--- config.mk ---
export PLATFORM = sky130hd
export DESIGN_NAME = imm_extend_pipe
export DESIGN_NICKNAME = d
export VERILOG_FILES = /design/src/rtl/imm_pkg.sv /design/src/rtl/imm_decode.sv /design/src/rtl/imm_extend_pipe.sv
export SDC_FILE = /design/constraint.sdc
export NUM_CORES = 1
export LEC_CHECK = 0
export CORE_MARGIN = 1.5
export CORE_UTILIZATION = 30
export CTS_CLUSTER_DIAMETER = 80
export DETAILED_ROUTE_END_ITERATION = 16
export DONT_BUFFER_PORTS = 1
export PLACE_DENSITY = 0.44
export RECOVER_POWER = 25
export SYNTH_ARGS = -nofsm -noshare
export SYNTH_HDL_FRONTEND = slang
export SYNTH_SLANG_ARGS = --single-unit
--- constraint.sdc ---
create_clock -name clk -period 2.4 [get_ports clk]
set_input_delay 0.72 -clock clk [delete_from_list [all_inputs] [get_ports clk]]
set_output_delay 0.72 -clock clk [all_outputs]
set_load 0.01 [all_outputs]
--- src/rtl/imm_pkg.sv ---
// imm_pkg
//   Shared types for the immediate-extension pipeline.
//   - imm_src_e   : immediate type select carried on in_src
//   - imm_stage_t : per-stage control payload (valid + illegal-select flag).
//                   The immediate and tag travel in parallel per-stage arrays
//                   because their widths are set by the XLEN/TAG_W parameters.
package imm_pkg;

    localparam int INST_W = 32;
    localparam int SRC_W  = 3;

    typedef enum logic [SRC_W-1:0] {
        IMM_I     = 3'b000,
        IMM_S     = 3'b001,
        IMM_B     = 3'b010,
        IMM_J     = 3'b011,
        IMM_U     = 3'b100,
        IMM_SHAMT = 3'b101,
        IMM_ZIMM  = 3'b110,
        IMM_ILL   = 3'b111
    } imm_src_e;

    typedef struct packed {
        logic valid;
        logic err;
    } imm_stage_t;

endpackage

--- src/rtl/imm_decode.sv ---
// imm_decode
//   Combinational RV immediate extractor.
//   Ports:
//     inst : 32-bit instruction word
//     src  : immediate type select
//     imm  : extended immediate, XLEN bits
//     err  : high when src selects the illegal encoding (imm forced to 0)
module imm_decode
    import imm_pkg::*;
#(
    parameter int XLEN = 32
) (
    input  logic [INST_W-1:0] inst,
    input  imm_src_e          src,
    output logic [XLEN-1:0]   imm,
    output logic              err
);

    // Every immediate fits in 32 bits; build it there first, then widen
    // either signed or unsigned to XLEN.
    logic [31:0] raw;
    logic        sext;

    // The opcode field plays no part: the type comes from src.
    logic unused_opcode;
    assign unused_opcode = ^inst[6:0];

    always_comb begin
        raw  = '0;
        sext = 1'b1;
        err  = 1'b0;
        case (src)
            IMM_I: raw = {{20{inst[31]}}, inst[31:20]};
            IMM_S: raw = {{20{inst[31]}}, inst[31:25], inst[11:7]};
            IMM_B: raw = {{19{inst[31]}}, inst[31], inst[7], inst[30:25], inst[11:8], 1'b0};
            IMM_J: raw = {{11{inst[31]}}, inst[31], inst[19:12], inst[20], inst[30:21], 1'b0};
            IMM_U: raw = {inst[31:12], 12'b0};
            IMM_SHAMT: begin
                sext = 1'b0;
                if (XLEN == 64) begin
                    raw = {26'b0, inst[25:20]};
                end else begin
                    raw = {27'b0, inst[24:20]};
                end
            end
            IMM_ZIMM: begin
                sext = 1'b0;
                raw  = {27'b0, inst[19:15]};
            end
            IMM_ILL: begin
                sext = 1'b0;
                err  = 1'b1;
            end
        endcase
    end

    always_comb begin
        if (sext) begin
            imm = XLEN'($signed(raw));
        end else begin
            imm = XLEN'(raw);
        end
    end

endmodule

--- src/rtl/imm_extend_pipe.sv ---
// imm_extend_pipe
//   Decodes an RV immediate and carries it, with a sideband tag, through
//   STAGES register slices using valid/ready handshaking.
//   Ports:
//     clk, rst                     : clock, async active-high reset
//     in_valid/in_ready            : input handshake
//     in_inst, in_src, in_tag      : instruction, immediate type, sideband tag
//     flush                        : synchronous kill of all in-flight entries
//     out_valid/out_ready          : output handshake
//     out_imm, out_tag, out_err    : final-stage payload
module imm_extend_pipe
    import imm_pkg::*;
#(
    parameter int XLEN   = 32,
    parameter int STAGES = 1,
    parameter int TAG_W  = 32
) (
    input  logic              clk,
    input  logic              rst,
    input  logic              in_valid,
    output logic              in_ready,
    input  logic [INST_W-1:0] in_inst,
    input  logic [SRC_W-1:0]  in_src,
    input  logic [TAG_W-1:0]  in_tag,
    input  logic              flush,
    output logic              out_valid,
    input  logic              out_ready,
    output logic [XLEN-1:0]   out_imm,
    output logic [TAG_W-1:0]  out_tag,
    output logic              out_err
);

    if (XLEN != 32 && XLEN != 64) begin : g_bad_xlen
        $error("imm_extend_pipe: XLEN must be 32 or 64");
    end
    if (STAGES < 1 || STAGES > 4) begin : g_bad_stages
        $error("imm_extend_pipe: STAGES must be 1..4");
    end

    logic [XLEN-1:0] dec_imm;
    logic            dec_err;

    imm_decode #(
        .XLEN (XLEN)
    ) u_decode (
        .inst (in_inst),
        .src  (imm_src_e'(in_src)),
        .imm  (dec_imm),
        .err  (dec_err)
    );

    imm_stage_t       flags_q [STAGES];
    logic [XLEN-1:0]  imm_q   [STAGES];
    logic [TAG_W-1:0] tag_q   [STAGES];

    // One global advance: the whole pipe moves together, so a stall at the
    // output freezes every slice and bubbles are kept in place.
    logic adv;
    assign adv      = !flags_q[STAGES-1].valid || out_ready;
    assign in_ready = adv;

    for (genvar s = 0; s < STAGES; s++) begin : g_stage
        imm_stage_t       flags_d;
        logic [XLEN-1:0]  imm_d;
        logic [TAG_W-1:0] tag_d;

        if (s == 0) begin : g_head
            assign flags_d = '{valid: in_valid, err: dec_err};
            assign imm_d   = dec_imm;
            assign tag_d   = in_tag;
        end else begin : g_body
            assign flags_d = flags_q[s-1];
            assign imm_d   = imm_q[s-1];
            assign tag_d   = tag_q[s-1];
        end

        always_ff @(posedge clk or posedge rst) begin
            if (rst) begin
                flags_q[s] <= '0;
                imm_q[s]   <= '0;
                tag_q[s]   <= '0;
            end else if (flush) begin
                // Only the valid bits matter; stale payload is harmless.
                flags_q[s].valid <= 1'b0;
            end else if (adv) begin
                flags_q[s] <= flags_d;
                imm_q[s]   <= imm_d;
                tag_q[s]   <= tag_d;
            end
        end
    end

    assign out_valid = flags_q[STAGES-1].valid;
    assign out_err   = flags_q[STAGES-1].err;
    assign out_imm   = imm_q[STAGES-1];
    assign out_tag   = tag_q[STAGES-1];

endmodule

==> metrics.md, run 1 <==
| Metric | Value |
|---|---|
| Outcome | finished clean |
| Lkg Pwr | 0.00153 µW |
| IR drop worst, VDD | approximately 0.00032 V |
| Clock Tree Root | clkbuf_8 |
| CTS clk-pin slew, worst paths | approximately 70 ps |
| Clk pwr share | between 30% and 40% |
| Gr ovfl total | 0 |
| Post-route clock skew | about 11 ps |
| Aggregate routed wire length | between 7 and 8 mm |
| Ys Warns | 0 |
| Seq pwr share | a little over half |
| CP startpoint kind | register |
| Flop2flop setup slack | 700 ps |
| FP Rows | 35 |
| Die height | 100 µm |
| Largest family of logic cells by synthesized area | simple AND/OR/NAND/NOR gates |
| Post-CTS Setup Bufs | 0 |
| Clk_lat worst skew | roughly 330 ps |
| Final setup fails | 0 |
| Tmin final | approximately 1800 ps |
| Cells resized by post-CTS repair | 0 |
| Internal power | 1860 µW |
| Largest net degree at the start of global routing | 40 |
| Synth area leaders | dfrtp_1 (59%), nand2_1 (17%), a221o_1 (2.8%) |
| Sum Neg Setup Slack | 0 ps |
| Simple-gate share of the synthesized area | roughly 23% |
| CP Depth | 2 |
| Syn Area/Cell | about 9.6 µm² |
| Mux contribution to synthesized area | about 2.2% |
| Worst-path maximum fanout | 5 |
| CP required | roughly 1700 ps |
| WP buf/inv | 1 |
| Syn Nets | around 370 |
| Final Slew Violations | 0 |
| Setup WS pre-CTS | approximately 460 ps |
| Reg2reg path depth | 4 |
| Fillers | 981 |
| CTS Buf Count | 9 |
| CTS tree | done |
| Switch share | approximately 28% |
| Final cycle utilization of the critical path | around 74% |
| Chip Width | 100 µm |
| Initial DRT Pass Iterations | 4 |
| Post-DP HPWL | 5.10 mm |
| Critical Path AT | about 1100 ps |
| Max clock buf depth | 2 |
| Family with the most delay on the worst path | flip-flops |
| Die footprint | approximately 0.010 mm² |
| Tightest Pin Transition | slightly above 800 ps |
| Post-Syn Area | roughly 0.0028 mm² |
| # port buffers | 0 |
| Share of cells above drive strength 1 | roughly a tenth |
| Antenna cells | 0 |
| Fmax | 563 MHz |
| First-pass GRT wire length | between 10 and 15 mm |
| Max cap viols | 0 |
| Number of routed nets with antenna violations | 0 |
| Final nets | about 370 |
| Sinks on Clock Net | 66 |
| DRC viols | 0 |
| Initial DRC count | 58 |
| Count of state elements after synthesis | 66 |
| Largest area contributor in the netlist | dfrtp_1 |
| Synth top area share | approximately three fifths |
| Area share of fa/ha/maj cells after synthesis | 0% |
| Async set-reset flop share out of synthesis | 100% |
| Combinational Power Share | about 9.7% |
| EDFF count, synth | 0 |
| IO Pins | roughly 140 |
| Fin. Hold Viols | 0 |
| Sequential area share after synthesis | between 50% and 60% |
| Unique masters post-synth | 28 |
| Routed vias | between 2000 and 2500 |
| Sw Pwr | between 700 and 800 µW |
| Mapped Cells | 295 |
| HP Class | in2async |
| Ys flop type | dfrtp_1 |
| Slowest cell on the critical path | dfrtp_1 |
| Worst path cell trace | nor2b_4, inv_1 |
| Total track usage | between 10% and 20% |
| RSZ-0062 raised after global routing | false |
| Placed instance area | about 0.0029 mm² |
| # hold bufs at CTS | 0 |
| Vias/cell | around 5 |
| WHS | between 400 and 500 ps |
| Initial Util | a little under a third |
| Max-slew headroom | between 40 and 50% |
| P&R area growth vs syn | 10.2% |
| Setup slack after layout | around 620 ps |
| Compound-gate portion of the synthesized area | a little under an eighth |
| Synth Area in XOR/XNOR | 0% |
| H-tree lvl count | 3 |
| Core footprint | approximately 0.009 mm² |
| CP endpoint kind | output pin |
| Wire per inst | 17.6 µm |
| Gp weighted congestion | roughly 0.7 |
| Number of global-route vias before repair | between 2000 and 2500 |
| Pwr dens | approximately 820 mW/mm² |
| Final Instance Area | slightly above 0.003 mm² |
| Crit Path Category | reg2out |
| Initial antenna violation count | 0 |
| CP peak stage delay | 390 ps |
==> flip-flops by register name, indices dropped and copies added (netlist names) <==
name and flops:
out_tag 32, out_err 1, out_imm 32, out_valid 1
==> metrics by stage <==
stage	util (%)	power (µW)	instances
after floorplan	-	1600	295
after global placement	31.9	1670	393
after CTS	34.0	2630	407
after global routing	33.8	2710	407
after detailed placement	31.9	1680	393
final	33.8	2560	407
==> worst register-to-register path: stages (launching register included) <==
cell and delay (ps):
dfrtp_1 410, nor2b_4 160, or2_2 430, buf_12 230, a221o_1 360
==> final timing paths <==
path | startpoint | to
worst max register to register | out_valid$_DFFE_PP0P_ | out_imm[16]$_DFFE_PP0P_
worst max-delay path | out_valid$_DFFE_PP0P_ | in_ready
worst min register to register | out_imm[7]$_DFFE_PP0P_ | out_imm[7]$_DFFE_PP0P_
max in group asynchronous | rst | out_imm[10]$_DFFE_PP0P_
min in group clk | flush | out_valid$_DFFE_PP0P_
worst min-delay path | rst | out_tag[12]$_DFFE_PP0P_
==> synthesized netlist by cell type (all sizes together) (3+ instances only) <==
cell type	n
nand2	126
dfrtp	66
o21ai	15
a21oi	12
clkbuf	12
buf	9
a221o	8
nand3b	6
nor2	6
mux2i	5
o31ai	5
a22o	4
a32oi	4
nor2b	4
nand3	3
==> cell type report <==
class / count / area (µm²) / area share [%]
clock buffers: 11 / 151 / 4.87
clock inverters: 3 / 40.0 / 1.29
inverters: 2 / 7.51 / 0.241
multi-input cells: 206 / 1050 / 33.8
flip-flops and latches: 66 / 1650 / 53.1
well taps: 111 / 139 / 4.47
repair buffers: 8 / 70.1 / 2.25
==> layout by cell type, fill, tap and decap left out, drive strengths merged <==
master / Yosys / layout
a21oi: 12 / 12
a221o: 8 / 8
a22o: 4 / 4
a32oi: 4 / 4
and3: 1 / 1
buf: 9 / 7
bufinv: 0 / 1
clkbuf: 12 / 12
clkinv: 0 / 2
dfrtp: 66 / 66
inv: 2 / 2
mux2: 1 / 1
mux2i: 5 / 5
nand2: 126 / 126
nand3: 3 / 3
nand3b: 6 / 6
nor2: 6 / 6
nor2b: 4 / 4
nor3b: 2 / 2
o21a: 1 / 1
o21ai: 15 / 15
o31ai: 5 / 5
or2: 2 / 2
or4b: 1 / 1
==> routing by layer <==
layer	wire length, µm	global-route usage [%]
met4	125	6.18
met3	820	6.55
met2	3110	22.9
met1	3120	18.1
met5	0	0
==> cells by family after synthesis <==
family,after synthesis
AND/OR/NAND/NOR,151
flip-flops,66
buffers and inverters,23
AO/OA/AOI/OAI,49
multiplexers,6
==> power groups by stage <==
stage	clock network, µW	registers, µW	logic [µW]
final	926	1390	248
after global routing	1010	1410	294
after CTS	971	1390	260
after detailed placement	0	1410	261
after global placement	0	1410	253
after floorplan	0	1380	215
Power figures use the tool's default switching activity.
==> run 2: changes to the inputs <==
clock period = 1.5 ns   (was 2.4 ns; I/O delays follow)
==> metrics.md, run 2 (synthesis results as in run 1) <==
| Metric | Value |
|---|---|
| Outcome | finished clean |
| Final Core Density | between 30% and 40% |
| RSZ-0062 raised after global routing | false |
| CTS tree | done |
| Post-DP HPWL | 5.08 mm |
| Max clock buf depth | 2 |
| Final Instance Area | between 0.003 and 0.004 mm² |
| Pwr dens | 1280 mW/mm² |
| Fin. Hold Viols | 0 |
| P&R area growth vs syn | 13.9% |
| CP endpoint kind | output pin |
| Seq pwr share | 54.2% |
| Antenna cells | 0 |
| Clk_lat worst skew | between 300 and 400 ps |
| Clock Tree Root | clkbuf_8 |
| # port buffers | 0 |
| IO Pins | ~140 |
| Setup slack after layout | about 95 ps |
| Worst path cell trace | nor2b_4, inv_2 |
| Vias/cell | ~5 |
| Commonest non-fill, non-tap cell in the layout | nand2_1 |
| Max-slew headroom | between 70 and 80% |
| Fillers | approximately 950 |
| Combinational Power Share | a little over a tenth |
| Slowest cell on the critical path | dfrtp_1 |
| Initial Util | a little under a third |
| Reg2reg path depth | 4 |
| Gp weighted congestion | ~0.68 |
| Fmax | 712 MHz |
| Commonest non-fill, non-tap cells in the layout | nand2_1 (125), dfrtp_1 (66), o21ai_0 (14) |
| IR drop worst, VDD | 0.000453 V |
| CP required | about 1100 ps |
| HP Class | in2reg |
| Routed vias | about 2100 |
| Largest net degree at the start of global routing | 40 |
| First-pass GRT wire length | 11.4 mm |
| DRC viols | 0 |
| FP Rows | 35 |
| Hold depth | 1 |
| Final setup fails | 0 |
| Total track usage | 14.8% |
| CP peak stage delay | roughly 350 ps |
| Share of cells above drive strength 1 | between 10% and 20% |
| Max cap viols | 0 |
| Core footprint | slightly above 0.009 mm² |
| Initial DRC count | between 60 and 70 |
| Clk pwr share | 35.1% |
| Die height | approximately 100 µm |
| CTS Buf Count | 9 |
| Worst-path maximum fanout | 5 |
| Initial DRT Pass Iterations | 4 |
| Crit Path Category | reg2out |
| Aggregate routed wire length | 7.27 mm |
| Internal power | slightly below 3000 µW |
| FF/Latch Area | 0.00165 mm² |
| Die footprint | 0.0100 mm² |
| CTS clk-pin slew, worst paths | ~60 ps |
| Placed instance area | ~0.0030 mm² |
| Wire per inst | around 18 µm |
| Tightest Pin Transition | about 420 ps |
| Final nets | 372 |
| Lkg Pwr | between 0.0015 and 0.002 µW |
| Sw Pwr | 1130 µW |
| Area of the multi-input gates | 0.00106 mm² |
| Post-route clock skew | 12.8 ps |
| Switch share | between 20% and 30% |
| Critical Path AT | ~960 ps |
| Setup WS pre-CTS | 8.51 ps |
| Sinks on Clock Net | 66 |
| Number of routed nets with antenna violations | 0 |
| Gr ovfl total | 0 |
| Chip Width | around 100 µm |
| Final Slew Violations | 0 |
| Final cycle utilization of the critical path | a little over nine tenths |
| Tmin final | approximately 1400 ps |
| Initial antenna violation count | 0 |
| Sum Neg Setup Slack | 0 ps |
| CP startpoint kind | register |
| Number of global-route vias before repair | about 2200 |
| H-tree lvl count | 3 |
run 2: power by group through the flow:
stage,Clock (µW),Sequential (µW),Combinational [µW]
global route,1590,2250,516
floorplan,0,2210,344
finish,1440,2220,439
CTS,1510,2230,436
global placement,0,2260,423
detailed placement,0,2260,436
run 2: worst max-delay path: cells and delay by family, from the launching register on:
kind          cells  cell delay [ps]
buf+inv           1               70
flops             1              350
simple gates      1              210
run 2: per-layer routing:
metal  part of all wire [%]  vias to the layer above  track usage [%]
li1                       -                      983                -
met1                     44                      980             18.3
met2                     44                      112             22.8
met3                     11                        9             6.34
met4                    1.5                        0             5.85
met5                      0                        -                0
run 2: final timing paths:
| check | slack, ps | end | start |
|---|---|---|---|
| setup / recovery | 90 | in_ready | out_valid$_DFFE_PP0P_ |
| hold / removal | 180 | out_valid$_DFFE_PP0P_ | flush |
| setup reg to reg | 100 | out_imm[14]$_DFFE_PP0P_ | out_valid$_DFFE_PP0P_ |
| hold reg to reg | 530 | out_imm[8]$_DFFE_PP0P_ | out_imm[8]$_DFFE_PP0P_ |
| max in group asynchronous | 240 | out_tag[25]$_DFFE_PP0P_ | rst |
| min in group asynchronous | 600 | out_imm[31]$_DFFE_PP0P_ | rst |
run 2: metrics by stage:
step	total power [µW]	cells	hold WS [ps]
5_1_grt	4360	415	167
6_report	4100	415	179
3_5_place_dp	2690	398	361
4_1_cts	4170	414	166
3_3_place_gp	2680	398	365
2_1_floorplan	2550	295	505
run 2: layout make-up:
type | count | share of cell area [%]
clock buffers | 12 | 4.52
clock inverters | 3 | 1.25
well taps | 111 | 4.32
inverters | 2 | 0.350
repair buffers | 15 | 5.25
flip-flops and latches | 66 | 51.4
multi-input cells | 206 | 32.9
run 2: timing repair:
item | CTS | global route
endpoints found under the hold margin | 9 | 0
resized for setup | 0 | 8
buffers inserted | 0 | 0
hold buffers | 1 | 0
endpoints found under the setup margin | 0 | 61
